**config.mk**
```make
export PLATFORM = sky130hd
export DESIGN_NAME = vga_scan_gen
export DESIGN_NICKNAME = d
export VERILOG_FILES = /design/src/rtl/vga_scan_gen.sv
export SDC_FILE = /design/constraint.sdc
export NUM_CORES = 1
export LEC_CHECK = 0
export ABC_CLOCK_PERIOD_IN_PS = 2650
export BUFFER_PORTS_ARGS = -buffer_cell sky130_fd_sc_hd__buf_2
export CORE_MARGIN = 10
export CORE_UTILIZATION = 40
export CTS_CLUSTER_DIAMETER = 30
export CTS_CLUSTER_SIZE = 28
export DETAILED_ROUTE_END_ITERATION = 12
export MAX_ROUTING_LAYER = met4
export PLACE_DENSITY = 0.62
export SETUP_SLACK_MARGIN = 0.02
export SYNTH_ARGS = -nofsm -noshare
export SYNTH_HDL_FRONTEND = slang
export SYNTH_SLANG_ARGS = --single-unit
```
**constraint.sdc**
```tcl
create_clock -name clk -period 2.65 [get_ports clk]
set_input_delay 0.3975 -clock clk [delete_from_list [all_inputs] [get_ports clk]]
set_output_delay 0.3975 -clock clk [all_outputs]
set_load 0.01 [all_outputs]
```
**src/rtl/vga_scan_gen.sv**
```systemverilog
// vga_scan_gen - raster scan generator for the VGA output path.
//
// Divides clk down to a pixel enable, walks DrawX/DrawY across the full
// raster (visible area plus porches and sync), and produces registered
// hs/vs/blank that line up with the coordinates presented on the same cycle.
// Also emits one-clk frame_start / vblank_start event pulses for the game
// update logic.
//
// Ports:
//   clk           in   system clock (only clock)
//   Reset         in   synchronous, active-high reset
//   pix_en        out  one-clk pulse per pixel; raster advances on it
//   DrawX[9:0]    out  horizontal position, 0..H_TOTAL-1
//   DrawY[9:0]    out  vertical position, 0..V_TOTAL-1
//   hs            out  horizontal sync, active low
//   vs            out  vertical sync, active low
//   blank         out  1 = visible pixel, 0 = blanking interval
//   frame_start   out  pulse on the cycle after the raster enters (0,0)
//   vblank_start  out  pulse on the cycle after the raster enters (0,V_VISIBLE)
//
// Build option:
//   VGA_PIPE_ALIGN_EN - when defined, hs/vs/blank are delayed by one extra
//   pixel (delay stage advances on pix_en) to match a color_mapper with a
//   registered RGB output. Coordinates and event pulses are not delayed.
module vga_scan_gen #(
  parameter int H_VISIBLE = 640,
  parameter int H_FRONT   = 16,
  parameter int H_SYNC    = 96,
  parameter int H_BACK    = 48,
  parameter int V_VISIBLE = 480,
  parameter int V_FRONT   = 10,
  parameter int V_SYNC    = 2,
  parameter int V_BACK    = 33,
  parameter int CLK_DIV   = 2
) (
  input  logic       clk,
  input  logic       Reset,
  output logic       pix_en,
  output logic [9:0] DrawX,
  output logic [9:0] DrawY,
  output logic       hs,
  output logic       vs,
  output logic       blank,
  output logic       frame_start,
  output logic       vblank_start
);

  localparam int H_TOTAL = H_VISIBLE + H_FRONT + H_SYNC + H_BACK;
  localparam int V_TOTAL = V_VISIBLE + V_FRONT + V_SYNC + V_BACK;
  localparam int DIV_W   = (CLK_DIV > 1) ? $clog2(CLK_DIV) : 1;

  localparam logic [DIV_W-1:0] DIV_LAST = DIV_W'(CLK_DIV - 1);
  localparam logic [DIV_W-1:0] DIV_ONE  = DIV_W'(1);

  localparam logic [9:0] H_LAST     = 10'(H_TOTAL - 1);
  localparam logic [9:0] V_LAST     = 10'(V_TOTAL - 1);
  localparam logic [9:0] H_VIS      = 10'(H_VISIBLE);
  localparam logic [9:0] V_VIS      = 10'(V_VISIBLE);
  localparam logic [9:0] V_VIS_LAST = 10'(V_VISIBLE - 1);
  localparam logic [9:0] HS_FIRST   = 10'(H_VISIBLE + H_FRONT);
  localparam logic [9:0] HS_LAST    = 10'(H_VISIBLE + H_FRONT + H_SYNC - 1);
  localparam logic [9:0] VS_FIRST   = 10'(V_VISIBLE + V_FRONT);
  localparam logic [9:0] VS_LAST    = 10'(V_VISIBLE + V_FRONT + V_SYNC - 1);

  logic [DIV_W-1:0] div_cnt_reg, div_cnt_next;
  logic             pix_en_reg;
  logic [9:0]       x_reg, x_next;
  logic [9:0]       y_reg, y_next;
  logic             line_end, frame_end, vis_end;
  logic             hs_next, vs_next, blank_next;
  logic             hs_reg, vs_reg, blank_reg;
  logic             frame_start_reg, vblank_start_reg;

  always_comb begin
    div_cnt_next = (div_cnt_reg == DIV_LAST) ? '0 : div_cnt_reg + DIV_ONE;

    line_end  = (x_reg == H_LAST);
    frame_end = pix_en_reg && line_end && (y_reg == V_LAST);
    vis_end   = pix_en_reg && line_end && (y_reg == V_VIS_LAST);

    x_next = x_reg;
    y_next = y_reg;
    if (pix_en_reg) begin
      if (line_end) begin
        x_next = '0;
        y_next = (y_reg == V_LAST) ? '0 : y_reg + 10'd1;
      end else begin
        x_next = x_reg + 10'd1;
      end
    end

    // Decoding the next coordinates lets the registered syncs change on the
    // same edge as DrawX/DrawY, so they never lag the coordinates.
    hs_next    = !((x_next >= HS_FIRST) && (x_next <= HS_LAST));
    vs_next    = !((y_next >= VS_FIRST) && (y_next <= VS_LAST));
    blank_next = (x_next < H_VIS) && (y_next < V_VIS);
  end

  always_ff @(posedge clk) begin
    if (Reset) begin
      div_cnt_reg      <= '0;
      pix_en_reg       <= 1'b0;
      x_reg            <= '0;
      y_reg            <= '0;
      hs_reg           <= 1'b1;
      vs_reg           <= 1'b1;
      blank_reg        <= 1'b1;
      frame_start_reg  <= 1'b0;
      vblank_start_reg <= 1'b0;
    end else begin
      div_cnt_reg      <= div_cnt_next;
      // Registered enable: high while div_cnt sits at its last count.
      pix_en_reg       <= (div_cnt_next == DIV_LAST);
      x_reg            <= x_next;
      y_reg            <= y_next;
      hs_reg           <= hs_next;
      vs_reg           <= vs_next;
      blank_reg        <= blank_next;
      frame_start_reg  <= frame_end;
      vblank_start_reg <= vis_end;
    end
  end

  assign pix_en       = pix_en_reg;
  assign DrawX        = x_reg;
  assign DrawY        = y_reg;
  assign frame_start  = frame_start_reg;
  assign vblank_start = vblank_start_reg;

`ifdef VGA_PIPE_ALIGN_EN
  // One-pixel delay stage: captures the previous pixel's sync/blank on each
  // pixel advance, matching a one-pixel registered RGB path downstream.
  logic hs_d_reg, vs_d_reg, blank_d_reg;

  always_ff @(posedge clk) begin
    if (Reset) begin
      hs_d_reg    <= 1'b1;
      vs_d_reg    <= 1'b1;
      blank_d_reg <= 1'b1;
    end else if (pix_en_reg) begin
      hs_d_reg    <= hs_reg;
      vs_d_reg    <= vs_reg;
      blank_d_reg <= blank_reg;
    end
  end

  assign hs    = hs_d_reg;
  assign vs    = vs_d_reg;
  assign blank = blank_d_reg;
`else
  assign hs    = hs_reg;
  assign vs    = vs_reg;
  assign blank = blank_reg;
`endif

endmodule

```
After elaboration in Yosys (flattened, before gate mapping):

Cells that the tools add are included.

* input bits: 2
* flip-flop bits (word level): 26

* mux-type cells: 5
* order comparisons: 6
* reductions and logical operators: 9
* equality and inequality tests: 3
* add/sub/neg operators: 3

Operators with widths (count)
* 10-bit 2-to-1 mux: 5
* 10-bit by 1-bit adder with 10-bit output, second input constant: 2
* 10-bit == test, second input constant: 2
* 10-bit by 9-bit == test with 1-bit output, second input constant: 1
* 10-bit greater-or-equal comparator, second input constant: 1
* 10-bit by 9-bit greater-or-equal comparator with 1-bit output, second input constant: 1
* 10-bit <= comparator, second input constant: 1
* 10-bit by 9-bit <= comparator with 1-bit output, second input constant: 1
* 10-bit < comparator, second input constant: 1
* 10-bit by 9-bit < comparator with 1-bit output, second input constant: 1
* 1-bit logical AND: 6
* 1-bit logical NOT: 2
* 2-bit OR reduction: 1
* 1-bit adder, second input constant: 1

Logic depth before layout (Yosys ltp):

* depth in word-level cells: 7
* gate-level depth with buffers: 7
* gate-level depth less buffers: 7

Worst setup path before layout:

OpenSTA, ideal clock, no wires.

* kind: register -> register
* start: reg x_reg[0] (netlist: DrawX[0])
* end: reg vs_reg (netlist: vs)
* path buffers: 1
* slack: 0.283 ns
* data arrival time: 2.237 ns
* library setup time: 0.131 ns
* data required time: 2.519 ns
* cell stages (with the launch flop): 8
* clock period less this slack: 2.367 ns
* cells stage by stage: dfxtp_1 -> ha_1 -> nand4bb_4 -> or3_1 -> buf_6 -> or4_4 -> a221oi_2 -> nand4_1

* word-level cells in the longest chain between the ends: 6
* elaborated cells on any way between the ends: 7

Ends and longest elaborated chain
* from (decl): line 67 `logic [9:0] x_reg, x_next;`
* from (signal assigned): line 114 `x_reg <= x_next;`
* 10-bit == test *: line 77 `line_end = (x_reg == H_LAST);`
* 10-bit 2-to-1 mux *: line 84 `if (line_end) begin`
* 10-bit 2-to-1 mux *: line 83 `if (pix_en_reg) begin`
* 10-bit by 9-bit greater-or-equal comparator with 1-bit output / 10-bit by 9-bit <= comparator with 1-bit output (equally long branches): line 95 `vs_next = !((y_next >= VS_FIRST) && (y_next <= VS_LAST));`
* 1-bit logical AND *: line 95
* 1-bit logical NOT *: line 95
* to (signal assigned): line 117 `vs_reg <= vs_next;`
* to (decl): line 71 `logic hs_reg, vs_reg, blank_reg;`

Mark *: on every way between the ends. The rest lies on a longest branch, timed or not.
A chain may end at the register's enable or synchronous reset.

Worst setup path in the final report:

Ends and elaborated chain as after synthesis.

==> summary.txt <==
#FFs+latches synth: 26
PD cells: 368 nW/um^2
Reg clk slew, reported paths: 0.08 ns
Total Wirelength: 3930 microns
CP Launch Type: register
Clock Power Share: 33.7%
RSZ-0062 raised after global routing: no
Cell type with the largest total area after synthesis: dfxtp_1
Fin nets: 216
Slew HR: 68.8%
Max clock buf depth: 2
Vias in the first global route: 1445
Routed wire per std cell: 15.3 microns
Max Clock Freq: 419 MHz
Cell row count: 22
Ant. Diodes: 0
Setup crit end kind: register
Syn_nets: 188
Post-DP HPWL: 2960 microns
Part of the Yosys area used for sequential elements: 34.5%
Clock skew: 0.00296 ns
NetSw: 136 uW
Max FO, Critical Path: 5
Core area: 3660 sq um
Mapped Area: 1510 sq um
Final hold violations: 0
H-tree depth: 1
Leakage: 0.594 nW
GRT overflow: 0
Flop pwr share: 62.4%
Global-route usage over all layers: 12.7%
Die area: 6630 sq um
Maximum vdd drop: 194 uV
Top cell type's share of synthesized area: 34.5%
Worst Tran Pin Value: 0.464 ns
Max-cap violation count: 0
CTS Sinks: 26
Post-synth EDFFs: 0
Initial antenna violation count: 0
Crit Path Class: register to register
Maximum number of pins on one net before global-route repair: 25
Yosys warning count: 0
DIE HEIGHT: 81.4 microns
I/O Buffers: 27
Synth Area per Inst: 8.25 sq um
Fin crit share: 90.0%
Minimum clock period: 2.38 ns
Net Sw Frac: 21.2%
Via density: 5.69
Setup bufs post-CTS: 0
Storage element area: 520 sq um
Post-CTS sizing: 0
Fillers: 360
Root Buffer: clkbuf_8
DRT Pass-1 Iters: 4
Sum of negative setup slack: 0 ns
Area grow syn2layout: 15.2%
Async set-reset flop share out of synthesis: 0%
Hold_buf cts: 0
Final Wtd Congestion: 0.848
Layout cells sized above 1: 23.0%
I/O pin count: 28
DRC viols: 0
First-pass GRT wire length: 6650 microns
Design Power: 640 uW
Crit path DAT: 2.52 ns
Worst path required time: 2.79 ns
Worst R2R Setup Slack: 0.27 ns
Post-synth cell types: 47
Worst hold path class: input pin to register
Antenna viol nets, final: 0
Area occupied by multi-input gates: 925 sq um
Iter 0 DRT Violations: 155
CTS tree: built
Internal power: 504 uW
Detailed-route via count: 1462
Outcome: completed
CTS buffer count: 3
Slew Viols, Final: 0
Worst skew pair latency: 0.26 ns
Chip width: 81.4 microns
Final setup fails: 0
Comb power frac: 4.0%
Main synth FF type: dfxtp_1
Initial Utilization: 41.2%
Largest cells by area after synthesis: dfxtp_1 34%, nor3_1 4.6%, nand2_1 4.5%, nand3_1 4.0%, nor2_1 3.7%
Post-Synthesis Cells: 183
==> per-stage QoR <==
stage                     utilization, %  instance area [sq um]  hold slack, ns  std cells  setup WS (ns)
after detailed placement            46.3                   1700           0.521        254          0.267
after floorplan                        -                   1510           0.512        183          0.283
after global routing                47.5                   1740           0.353        257          0.155
after global placement              46.3                   1700           0.481        254          0.373
final                               47.5                   1740           0.350        257          0.265
after CTS                           47.5                   1740           0.350        257          0.255
==> cell usage in the layout (no fill, tap or decap), types with 2 or more instances in the layout <==
cell type and n:
nor2_1 15, xnor2_1 6, mux2_2 2, buf_4 5, inv_1 5, nand4_1 5
clkbuf_8 3, nand2_1 18, or2_2 2, nor2b_1 2, nand3_1 12, nor4_1 5
nor3_1 14, ha_1 3, a21oi_1 10, a21o_1 2, a211oi_1 2, nand3b_1 2
mux2i_1 3, o21ai_0 5, dfxtp_1 26, xor2_1 3, buf_2 27, or4_1 2
o31ai_1 2, or3_2 3, or3_1 5
==> worst max-delay path, cell delays in order (launching register included) <==
cell       delay [ns]
dfxtp_1          0.40
ha_1             0.32
nand4bb_4        0.14
or3_1            0.40
or4_1            0.58
a221oi_2         0.30
nand4_1          0.12
==> cells by family after synthesis <==
group                      count (synthesis)  share of synthesized area (%)
and+or+nand+nor                           96                           36.7
AOI/OAI and AO/OA                         30                           13.4
xor gates and xnor gates                   9                           5.22
adders and majority gates                  3                           2.49
muxes                                      5                           3.48
DFF                                       26                           34.5
buffers and inverters                     14                           4.23
==> area by class of cell <==
class | count | share of cell area, %
clock buffers | 3 | 2.38
well taps | 48 | 3.46
inverters | 5 | 1.08
repair buffers | 32 | 9.94
flip-flops and latches | 26 | 29.9
multi-input cells | 143 | 53.2
==> metal layers <==
layer / part of all wire [%] / routed length, microns / global-route usage (%)
met1: 42 / 1650 / 14.5
met5: 0 / 0 / -
met2: 51 / 2000 / 21.4
met4: 1.2 / 48 / 4.50
met3: 6.0 / 236 / 2.51
==> power by group through the flow <==
stage               registers [mW]  clock network, mW  logic [mW]
floorplan                    0.408                  0      0.0146
global route                 0.400              0.247      0.0291
detailed placement           0.408                  0      0.0259
finish                       0.399              0.215      0.0255
CTS                          0.399              0.228      0.0260
global placement             0.408                  0      0.0254
==> worst paths after layout <==
| kind | cells after the start | start | to |
|---|---|---|---|
| worst max-delay path | 6 | DrawX[0] | vs |
| worst max register to register | 6 | DrawX[0] | vs |
| worst min register to register | 2 | DrawX[1] | DrawX[1] |
| worst min-delay path | 2 | Reset | DrawX[9] |
==> cells in the mapped netlist (all sizes together) (2+ instances only) <==
master	number
dfxtp	26
nand2	18
nor2	15
nor3	14
nand3	12
a21oi	10
or3	8
clkbuf	7
nor4	6
xnor2	6
inv	5
nand4	5
o21ai	5
or4	4
ha	3
mux2i	3
xor2	3
a211oi	2
a21o	2
a221oi	2
buf	2
mux2	2
nand3b	2
nor2b	2
o31ai	2
or2	2
(Power assumes the default switching activity.)
